<file path="src/rtl/restoring_divider_if.sv">
// Request/result bundle for restoring_divider: start handshake, operands in, results and status out.
interface restoring_divider_if #(
  parameter int WIDTH = 8
);
  logic             start;
  logic [WIDTH-1:0] dividend;
  logic [WIDTH-1:0] divisor;
  logic             busy;
  logic             done;
  logic [WIDTH-1:0] quotient;
  logic [WIDTH-1:0] remainder;
  logic             div_by_zero;

  modport master (
    output start, dividend, divisor,
    input  busy, done, quotient, remainder, div_by_zero
  );

  modport slave (
    input  start, dividend, divisor,
    output busy, done, quotient, remainder, div_by_zero
  );
endinterface

</file>
<file path="src/rtl/restoring_divider.sv">
// Multi-cycle restoring divider resolving one quotient bit per clock, with start/busy/done handshake.
// Define SIGNED_DIV_EN for two's-complement operation (truncating division); default is unsigned only.
module restoring_divider #(
  parameter int WIDTH = 8
) (
  input logic          clk,
  input logic          rst,
  restoring_divider_if.slave bus
);

  localparam int CW = $clog2(WIDTH + 1);

  typedef enum logic [1:0] {
    IDLE,
    RUN,
    DONE
  } state_t;

  state_t state, state_next;

  // The partial remainder stays below the divisor, so only its low WIDTH bits need storing;
  // the extra bit of A exists only in the shifted/trial values.
  logic [WIDTH-1:0] acc;
  logic [WIDTH-1:0] quo;
  logic [WIDTH-1:0] den;
  logic [CW-1:0]    count;

  logic             busy_q;
  logic             done_q;
  logic [WIDTH-1:0] quotient_q;
  logic [WIDTH-1:0] remainder_q;
  logic             dbz_q;

  logic             load;
  logic             step;
  logic             finish;
  logic             zero_finish;

  logic [WIDTH:0]   a_shift;
  logic [WIDTH:0]   trial;
  logic [WIDTH-1:0] a_step;
  logic [WIDTH-1:0] q_step;
  logic [WIDTH-1:0] dvd_mag;
  logic [WIDTH-1:0] dvs_mag;
  logic [WIDTH-1:0] q_res;
  logic [WIDTH-1:0] r_res;
  logic [WIDTH-1:0] z_rem;

`ifdef SIGNED_DIV_EN
  logic sign_q;
  logic sign_r;
`endif

  always_ff @(posedge clk) begin
    if (rst) state <= IDLE;
    else     state <= state_next;
  end

  // A zero divisor skips RUN; DONE then spends one cycle publishing the result before pulsing done.
  always_comb begin
    state_next  = state;
    load        = 1'b0;
    step        = 1'b0;
    finish      = 1'b0;
    zero_finish = 1'b0;
    case (state)
      IDLE: begin
        if (bus.start) begin
          load       = 1'b1;
          state_next = (bus.divisor == '0) ? DONE : RUN;
        end
      end
      RUN: begin
        step = 1'b1;
        if (count == CW'(WIDTH - 1)) begin
          finish     = 1'b1;
          state_next = DONE;
        end
      end
      DONE: begin
        if (done_q) state_next  = IDLE;
        else        zero_finish = 1'b1;
      end
      default: state_next = IDLE;
    endcase
  end

  always_comb begin
    a_shift = {acc, quo[WIDTH-1]};
    trial   = a_shift - {1'b0, den};
    a_step  = trial[WIDTH] ? a_shift[WIDTH-1:0] : trial[WIDTH-1:0];
    q_step  = {quo[WIDTH-2:0], ~trial[WIDTH]};
`ifdef SIGNED_DIV_EN
    dvd_mag = bus.dividend[WIDTH-1] ? -bus.dividend : bus.dividend;
    dvs_mag = bus.divisor[WIDTH-1]  ? -bus.divisor  : bus.divisor;
    q_res   = sign_q ? -q_step : q_step;
    r_res   = sign_r ? -a_step : a_step;
    z_rem   = sign_r ? -quo    : quo;
`else
    dvd_mag = bus.dividend;
    dvs_mag = bus.divisor;
    q_res   = q_step;
    r_res   = a_step;
    z_rem   = quo;
`endif
  end

  always_ff @(posedge clk) begin
    if (rst) begin
      acc         <= '0;
      quo         <= '0;
      den         <= '0;
      count       <= '0;
      busy_q      <= 1'b0;
      done_q      <= 1'b0;
      quotient_q  <= '0;
      remainder_q <= '0;
      dbz_q       <= 1'b0;
`ifdef SIGNED_DIV_EN
      sign_q      <= 1'b0;
      sign_r      <= 1'b0;
`endif
    end else begin
      done_q <= 1'b0;
      busy_q <= (state_next != IDLE);
      if (load) begin
        acc   <= '0;
        quo   <= dvd_mag;
        den   <= dvs_mag;
        count <= '0;
`ifdef SIGNED_DIV_EN
        sign_q <= bus.dividend[WIDTH-1] ^ bus.divisor[WIDTH-1];
        sign_r <= bus.dividend[WIDTH-1];
`endif
      end
      if (step) begin
        acc   <= a_step;
        quo   <= q_step;
        count <= count + CW'(1);
      end
      if (finish) begin
        quotient_q  <= q_res;
        remainder_q <= r_res;
        dbz_q       <= 1'b0;
        done_q      <= 1'b1;
      end
      if (zero_finish) begin
        quotient_q  <= '1;
        remainder_q <= z_rem;
        dbz_q       <= 1'b1;
        done_q      <= 1'b1;
      end
    end
  end

  assign bus.busy        = busy_q;
  assign bus.done        = done_q;
  assign bus.quotient    = quotient_q;
  assign bus.remainder   = remainder_q;
  assign bus.div_by_zero = dbz_q;

endmodule

</file>
<file path="src/flat_wrapper.sv">
// flat-port wrapper written by rule: the top's interface ports become plain ports
module restoring_divider_flat 
#(
  parameter int WIDTH = 8
)
  (clk, rst, bus_start, bus_dividend, bus_divisor, bus_busy, bus_done, bus_quotient, bus_remainder, bus_div_by_zero);
  restoring_divider_if #(.WIDTH(WIDTH)) bus_i ();
  input logic clk;
  input logic rst;
  input wire logic [$bits(bus_i.start)-1:0] bus_start;
  input wire logic [$bits(bus_i.dividend)-1:0] bus_dividend;
  input wire logic [$bits(bus_i.divisor)-1:0] bus_divisor;
  output wire logic [$bits(bus_i.busy)-1:0] bus_busy;
  output wire logic [$bits(bus_i.done)-1:0] bus_done;
  output wire logic [$bits(bus_i.quotient)-1:0] bus_quotient;
  output wire logic [$bits(bus_i.remainder)-1:0] bus_remainder;
  output wire logic [$bits(bus_i.div_by_zero)-1:0] bus_div_by_zero;
  assign bus_i.start = bus_start;
  assign bus_i.dividend = bus_dividend;
  assign bus_i.divisor = bus_divisor;
  assign bus_busy = bus_i.busy;
  assign bus_done = bus_i.done;
  assign bus_quotient = bus_i.quotient;
  assign bus_remainder = bus_i.remainder;
  assign bus_div_by_zero = bus_i.div_by_zero;
  restoring_divider #(.WIDTH(WIDTH)) u_core (.clk(clk), .rst(rst), .bus(bus_i));
endmodule
</file>
<file path="config.mk">
export PLATFORM = sky130hd
export DESIGN_NAME = restoring_divider_flat
export DESIGN_NICKNAME = d
export VERILOG_FILES = /design/src/rtl/restoring_divider_if.sv /design/src/rtl/restoring_divider.sv /design/src/flat_wrapper.sv
export SDC_FILE = /design/constraint.sdc
export NUM_CORES = 1
export LEC_CHECK = 0
export ABC_AREA = 1
export CAP_MARGIN = 40
export CELL_PAD_IN_SITES_DETAIL_PLACEMENT = 1
export CELL_PAD_IN_SITES_GLOBAL_PLACEMENT = 1
export CORE_ASPECT_RATIO = 1.2
export CORE_MARGIN = 10
export CORE_UTILIZATION = 39
export DETAILED_ROUTE_END_ITERATION = 8
export PLACE_DENSITY_LB_ADDON = 0.1
export SLEW_MARGIN = 10
export SYNTH_ARGS = -nofsm -noshare
export SYNTH_HDL_FRONTEND = slang
export SYNTH_SLANG_ARGS = --single-unit
</file>
<file path="constraint.sdc">
create_clock -name clk -period 2.1 [get_ports clk]
set_input_delay 0.315 -clock clk [delete_from_list [all_inputs] [get_ports clk]]
set_output_delay 0.315 -clock clk [all_outputs]
set_load 0.03 [all_outputs]
</file>
# --- Word-level counts from Yosys, hierarchy flattened ---
# Index checks and enable logic that the tools add are counted.
classes:
  n_mux: 27
  reduce_logical: 5
  n_addsub: 2
  eq_ne: 3
  n_bitwise: 1
ops:
  columns: ["op", "count"]
  rows:
  - ["8-bit two-way mux", 9]
  - ["1-bit two-way mux", 11]
  - ["9-bit by 8-bit subtractor with 9-bit output", 1]
  - ["8-bit zero test", 1]
  - ["2-bit two-way mux", 4]
  - ["4-bit two-way mux", 2]
  - ["2-bit case mux with 3 select lines", 1]
  - ["2-bit nonzero test", 3]
  - ["4-bit by 1-bit adder with 4-bit output (second input constant)", 1]
  - ["4-bit by 3-bit equality test with 1-bit output (second input constant)", 1]
  - ["2-bit by 1-bit equality test with 1-bit output (second input constant)", 1]
  - ["2-bit equality test (second input constant)", 1]
  - ["2-bit zero test", 1]
  - ["1-bit inverter", 1]
word_totals:
  in_bits: 19
  word_cells: 48
  out_inout_bits: 19
  register_bits: 49

# --- Longest topological paths before layout ---
depth:
  ltp_word: 5
  ltp_mapped: 14
  mapped_depth_nobuf: 14

# --- Worst setup path before layout ---
# Ideal clock, no wire load.
synth_timing:
  kind: "register to register"
  startpoint: "reg u_core.quo[7]"
  endpoint: "reg u_core.acc[5]"
  path_stages_with_launch: 15
  period_less_slack_ns: 1.799
  arrival_time_ns: 1.669
  t_required_ns: 1.969
  path_slack_ns: 0.301
  setup_ns: 0.131
  path_buffers: 0
  cell_sequence: "dfxtp_1 > inv_1 > ha_1 > inv_1 > fa_1 > nand2_1 > nand2_1 > nand3_2 > nand2_2 > nand2_4 > nand2_8 > nand2_4 > nand2_2 > nand2_1 > a21oi_2"
synth_between:
  elab_chain_cells: 3
synth_rtl:
  columns: ["item", "line", "text"]
  rows:
  - ["start, declared", "restoring_divider.sv:24", "logic [WIDTH-1:0] quo;"]
  - ["start signal, assigned", "restoring_divider.sv:128", "quo <= dvd_mag;"]
  - ["start signal, assigned", "restoring_divider.sv:138", "quo <= q_step;"]
  - ["9-bit by 8-bit subtractor with 9-bit output", "restoring_divider.sv:90", "trial = a_shift - {1'b0, den};"]
  - ["8-bit two-way mux", "restoring_divider.sv:91", "a_step = trial[WIDTH] ? a_shift[WIDTH-1:0] : trial[WIDTH-1:0];"]
  - ["8-bit two-way mux", "restoring_divider.sv:136", "if (step) begin"]
  - ["end signal, assigned", "restoring_divider.sv:137", "acc <= a_step;"]
  - ["end, declared", "restoring_divider.sv:23", "logic [WIDTH-1:0] acc;"]
# Every way passes these cells.
# A chain may end at the register's enable or synchronous reset.

# --- Worst setup path after layout ---
layout_timing:
  startpoint: "reg u_core.quo[7]"
  endpoint: "reg u_core.remainder_q[1], in the netlist u_core.bus.remainder[1]"
layout_between:
  elab_chain_cells: 4
layout_rtl:
  columns: ["item", "line", "text"]
  rows:
  - ["9-bit by 8-bit subtractor with 9-bit output", "restoring_divider.sv:90", null]
  - ["8-bit two-way mux", "restoring_divider.sv:91", null]
  - ["8-bit two-way mux", "restoring_divider.sv:141", "if (finish) begin"]
  - ["8-bit two-way mux", "restoring_divider.sv:147", "if (zero_finish) begin"]
  - ["end signal, assigned", "restoring_divider.sv:143", "remainder_q <= r_res;"]
  - ["end signal, assigned", "restoring_divider.sv:149", "remainder_q <= z_rem;"]
  - ["end, declared", "restoring_divider.sv:31", "logic [WIDTH-1:0] remainder_q;"]
# Every way passes these cells. The select of a mux whose other input is x is not followed.

==> metrics <==
wire length per cell=between 15 and 20 um; share of layout cells above drive strength 1=0.133; R2R Setup Slk=0.19 ns; Max Cap Violations=0; via/cell ratio=about 5.0; clock root buffer master=clkbuf_8; Core Area=roughly 0.0064 mm2; P_leak=between 1 and 1.5 nW; Slowest-stage cell, CP=fa_2; Vias=about 2300; GRT Residual Overflow=0; worst setup path class=reg2reg; RePlAce Congestion=0.877; Power per Cell Area=roughly 770 mW/mm2; vias in the first global route=about 2500; IO buf count=37; Worst Slack Setup Final=~0.19 ns; Crit. End Element=flip-flop; Yosys cell types=42; drt pass-1 iters=4; Mapped Avg Cell Area=approximately 7.6 um2; EDFF count, synth=0; Reg-to-Reg Start=u_core.quo[7]$_SDFFE_PP0P_; dominant synthesized flop cell=dfxtp_1; clock buffer count from CTS=5; GRT Total Usage=0.148; Final Hold Violating Endpoints=0; fraction of registers with async set/reset=0; register area share after synthesis=0.379; clock skew=around 0.014 ns; Max FO, Critical Path=10; Filler cells=roughly 840; cts-stage hold buffer count=0; Ant. Diodes=0; Synth Instances=~340; crit path DAT=about 2.2 ns; largest net degree at the start of global routing=37; fin crit share=0.909; final wirelength=between 7000 and 8000 um; Die ar.=between 0.01 and 0.015 mm2; outcome=completed; clock-pin slew on the worst setup and hold paths=approximately 0.10 ns; area grow syn2layout=21.5%; Final Instance Area=0.00315 mm2; CP startpoint=u_core.quo[7]$_SDFFE_PP0P_; cell breakdown of the critical path=inv_2, ha_1, inv_1, fa_2, nand2_1, nand2_1, nand3_2, nand2_2, nand2_4, nand2_8, nand2_2, nand3_1, a21oi_2; hold crit path type=reg2reg; final setup violating endpoints=0; final net count=412; Post-DP HPWL=approximately 5500 um; TritonCTS clock tree=built; CP required=2.34 ns; Clock Tree Buf Depth=2; I/O Pins=38; DRC viols=0; Initial Util=0.402; worst-skew pair later-pin latency=between 0.3 and 0.4 ns; area of the mapped netlist=0.00259 mm2; critical path launch point type=flip-flop; CTS sink count=49; first-pass GRT wire length=about 12000 um; worst-margin pin slew=approximately 0.55 ns; Post-DRT Antenna Nets=0; net count after synthesis=about 370; H-Tree Level Count=2; total power=between 0.002 and 0.0025 W; Max Slew Vio Count=0; DIE HEIGHT=about 110 um; setup slack at placement=around 0.018 ns; num rows=32; YS warnings=0; initial antenna violation count=0; Die Wd=94.4 um; Placed Area=just over 0.003 mm2; peak supply drop=0.000332 V; number of synthesized register bits=49; DR iter-0 viols=73; worst rel slew slack=0.630; Max stage delay on crit path=approximately 0.35 ns; fmax=524 MHz; Period minus WS final=between 1.5 and 2 ns; worst min-delay path startpoint=u_core.bus.quotient[2]$_SDFFE_PP0P_
synthesized netlist by cell type (all sizes together), types with 2 or more instances:
master  number  area [um2]
nand2       88         392
inv         51         194
dfxtp       49         981
a21oi       42         236
nand3       25         148
nor2        20         104
o21ai       18        90.1
ha           9         113
buf          5        36.3
clkbuf       5        48.8
nand3b       5        37.5
a211oi       4        40.0
a31oi        4        25.0
a22o         2        17.5
a22oi        2        15.0
nor3         2        21.3
o22ai        2        12.5
or2          2        15.0
xor2         2        17.5
power breakdown:
part	internal [W]	switching (W)
logic	0.000305	0.000533
clock network	0.000237	0.000322
registers	0.000978	0.0000394
total	0.00152	0.000895
sequential cells by signal, summed over array words and instances (netlist names):
| name | cells |
|---|---|
| u_core.acc | 8 |
| u_core.bus.busy | 1 |
| u_core.bus.div_by_zero | 1 |
| u_core.bus.done | 1 |
| u_core.bus.quotient | 8 |
| u_core.bus.remainder | 8 |
| u_core.count | 4 |
| u_core.den | 8 |
| u_core.quo | 8 |
| u_core.state | 2 |
final timing paths:
| kind | endpoint | depth (start not counted) |
|---|---|---|
| max | u_core.bus.remainder[1]$_SDFFE_PP0P_ | 13 |
| min reg2reg | u_core.bus.quotient[2]$_SDFFE_PP0P_ | 2 |
| max reg2reg | u_core.bus.remainder[1]$_SDFFE_PP0P_ | 13 |
| min | u_core.bus.quotient[2]$_SDFFE_PP0P_ | 2 |
cell families after synthesis:
family                   count (synthesis)  synth area share
adder cells (fa/ha/maj)                 10            0.0512
AND/OR/NAND/NOR                        143             0.279
XOR/XNOR                                 3            0.0101
AO/OA/AOI/OAI                           75             0.172
buffers and inverters                   62             0.109
flip-flops                              49             0.379
area by class of cell:
type	count	area, um2	share of cell area
sequential	49	981	0.312
timing repair buffer	43	428	0.136
inverter	52	198	0.0628
clock buffer	7	76.3	0.0242
tap	85	106	0.0338
multi-input combinational	232	1350	0.429
clock inverter	1	7.51	0.00238
routing by layer:
layer | track usage | part of all wire | wire, um
met1 | 0.167 | 0.43 | 3090
met2 | 0.267 | 0.52 | 3680
met3 | 0.0375 | 0.036 | 259
met4 | 0.0402 | 0.016 | 115
met5 | 0 | 0 | 0
timing repair:
| action | in CTS | in global routing |
|---|---|---|
| endpoints found under the setup margin | 2 | 16 |
| hold endpoints to repair | 0 | 0 |
| cloned | 1 | 0 |
| resized for setup | 1 | 6 |
| buffers inserted | 0 | 2 |
| pin swaps | 1 | 3 |
cells in the final DEF, fill, tap and decap left out, types with 2 or more instances in the layout:
cell / n
nand2_1: 74
dfxtp_1: 49
inv_1: 47
clkdlybuf4s50_1: 37
a21oi_1: 35
nand3_1: 22
o21ai_0: 18
nor2_1: 16
nand2_2: 10
ha_1: 9
a21oi_2: 6
nand3b_1: 5
clkbuf_8: 5
buf_4: 5
nand2_4: 4
a31oi_1: 4
inv_2: 3
nand3_2: 2
nor2_2: 2
o22ai_1: 2
xor2_1: 2
a211oi_1: 2
a211oi_2: 2
a22oi_1: 2
a22o_1: 2
clkbuf_1: 2
per-stage QoR:
| step | hold WS (ns) | utilization | cells | TNS [ns] |
|---|---|---|---|---|
| 2_1_floorplan | 0.435 | - | 342 | 0 |
| 3_3_place_gp | 0.451 | 0.469 | 458 | 0 |
| 3_5_place_dp | 0.458 | 0.469 | 458 | 0 |
| 4_1_cts | 0.472 | 0.483 | 467 | 0 |
| 5_1_grt | 0.500 | 0.488 | 469 | -0.00438 |
| 6_report | 0.470 | 0.488 | 469 | 0 |
critical path: cells and delay by family (launching register included):
family	cells	cell delay (ns)
buffers and inverters	2	0.11
DFF	1	0.32
AOI/OAI and AO/OA	1	0.14
and+or+nand+nor	8	0.78
adders and majority gates	2	0.48
(Power assumes the default switching activity.)
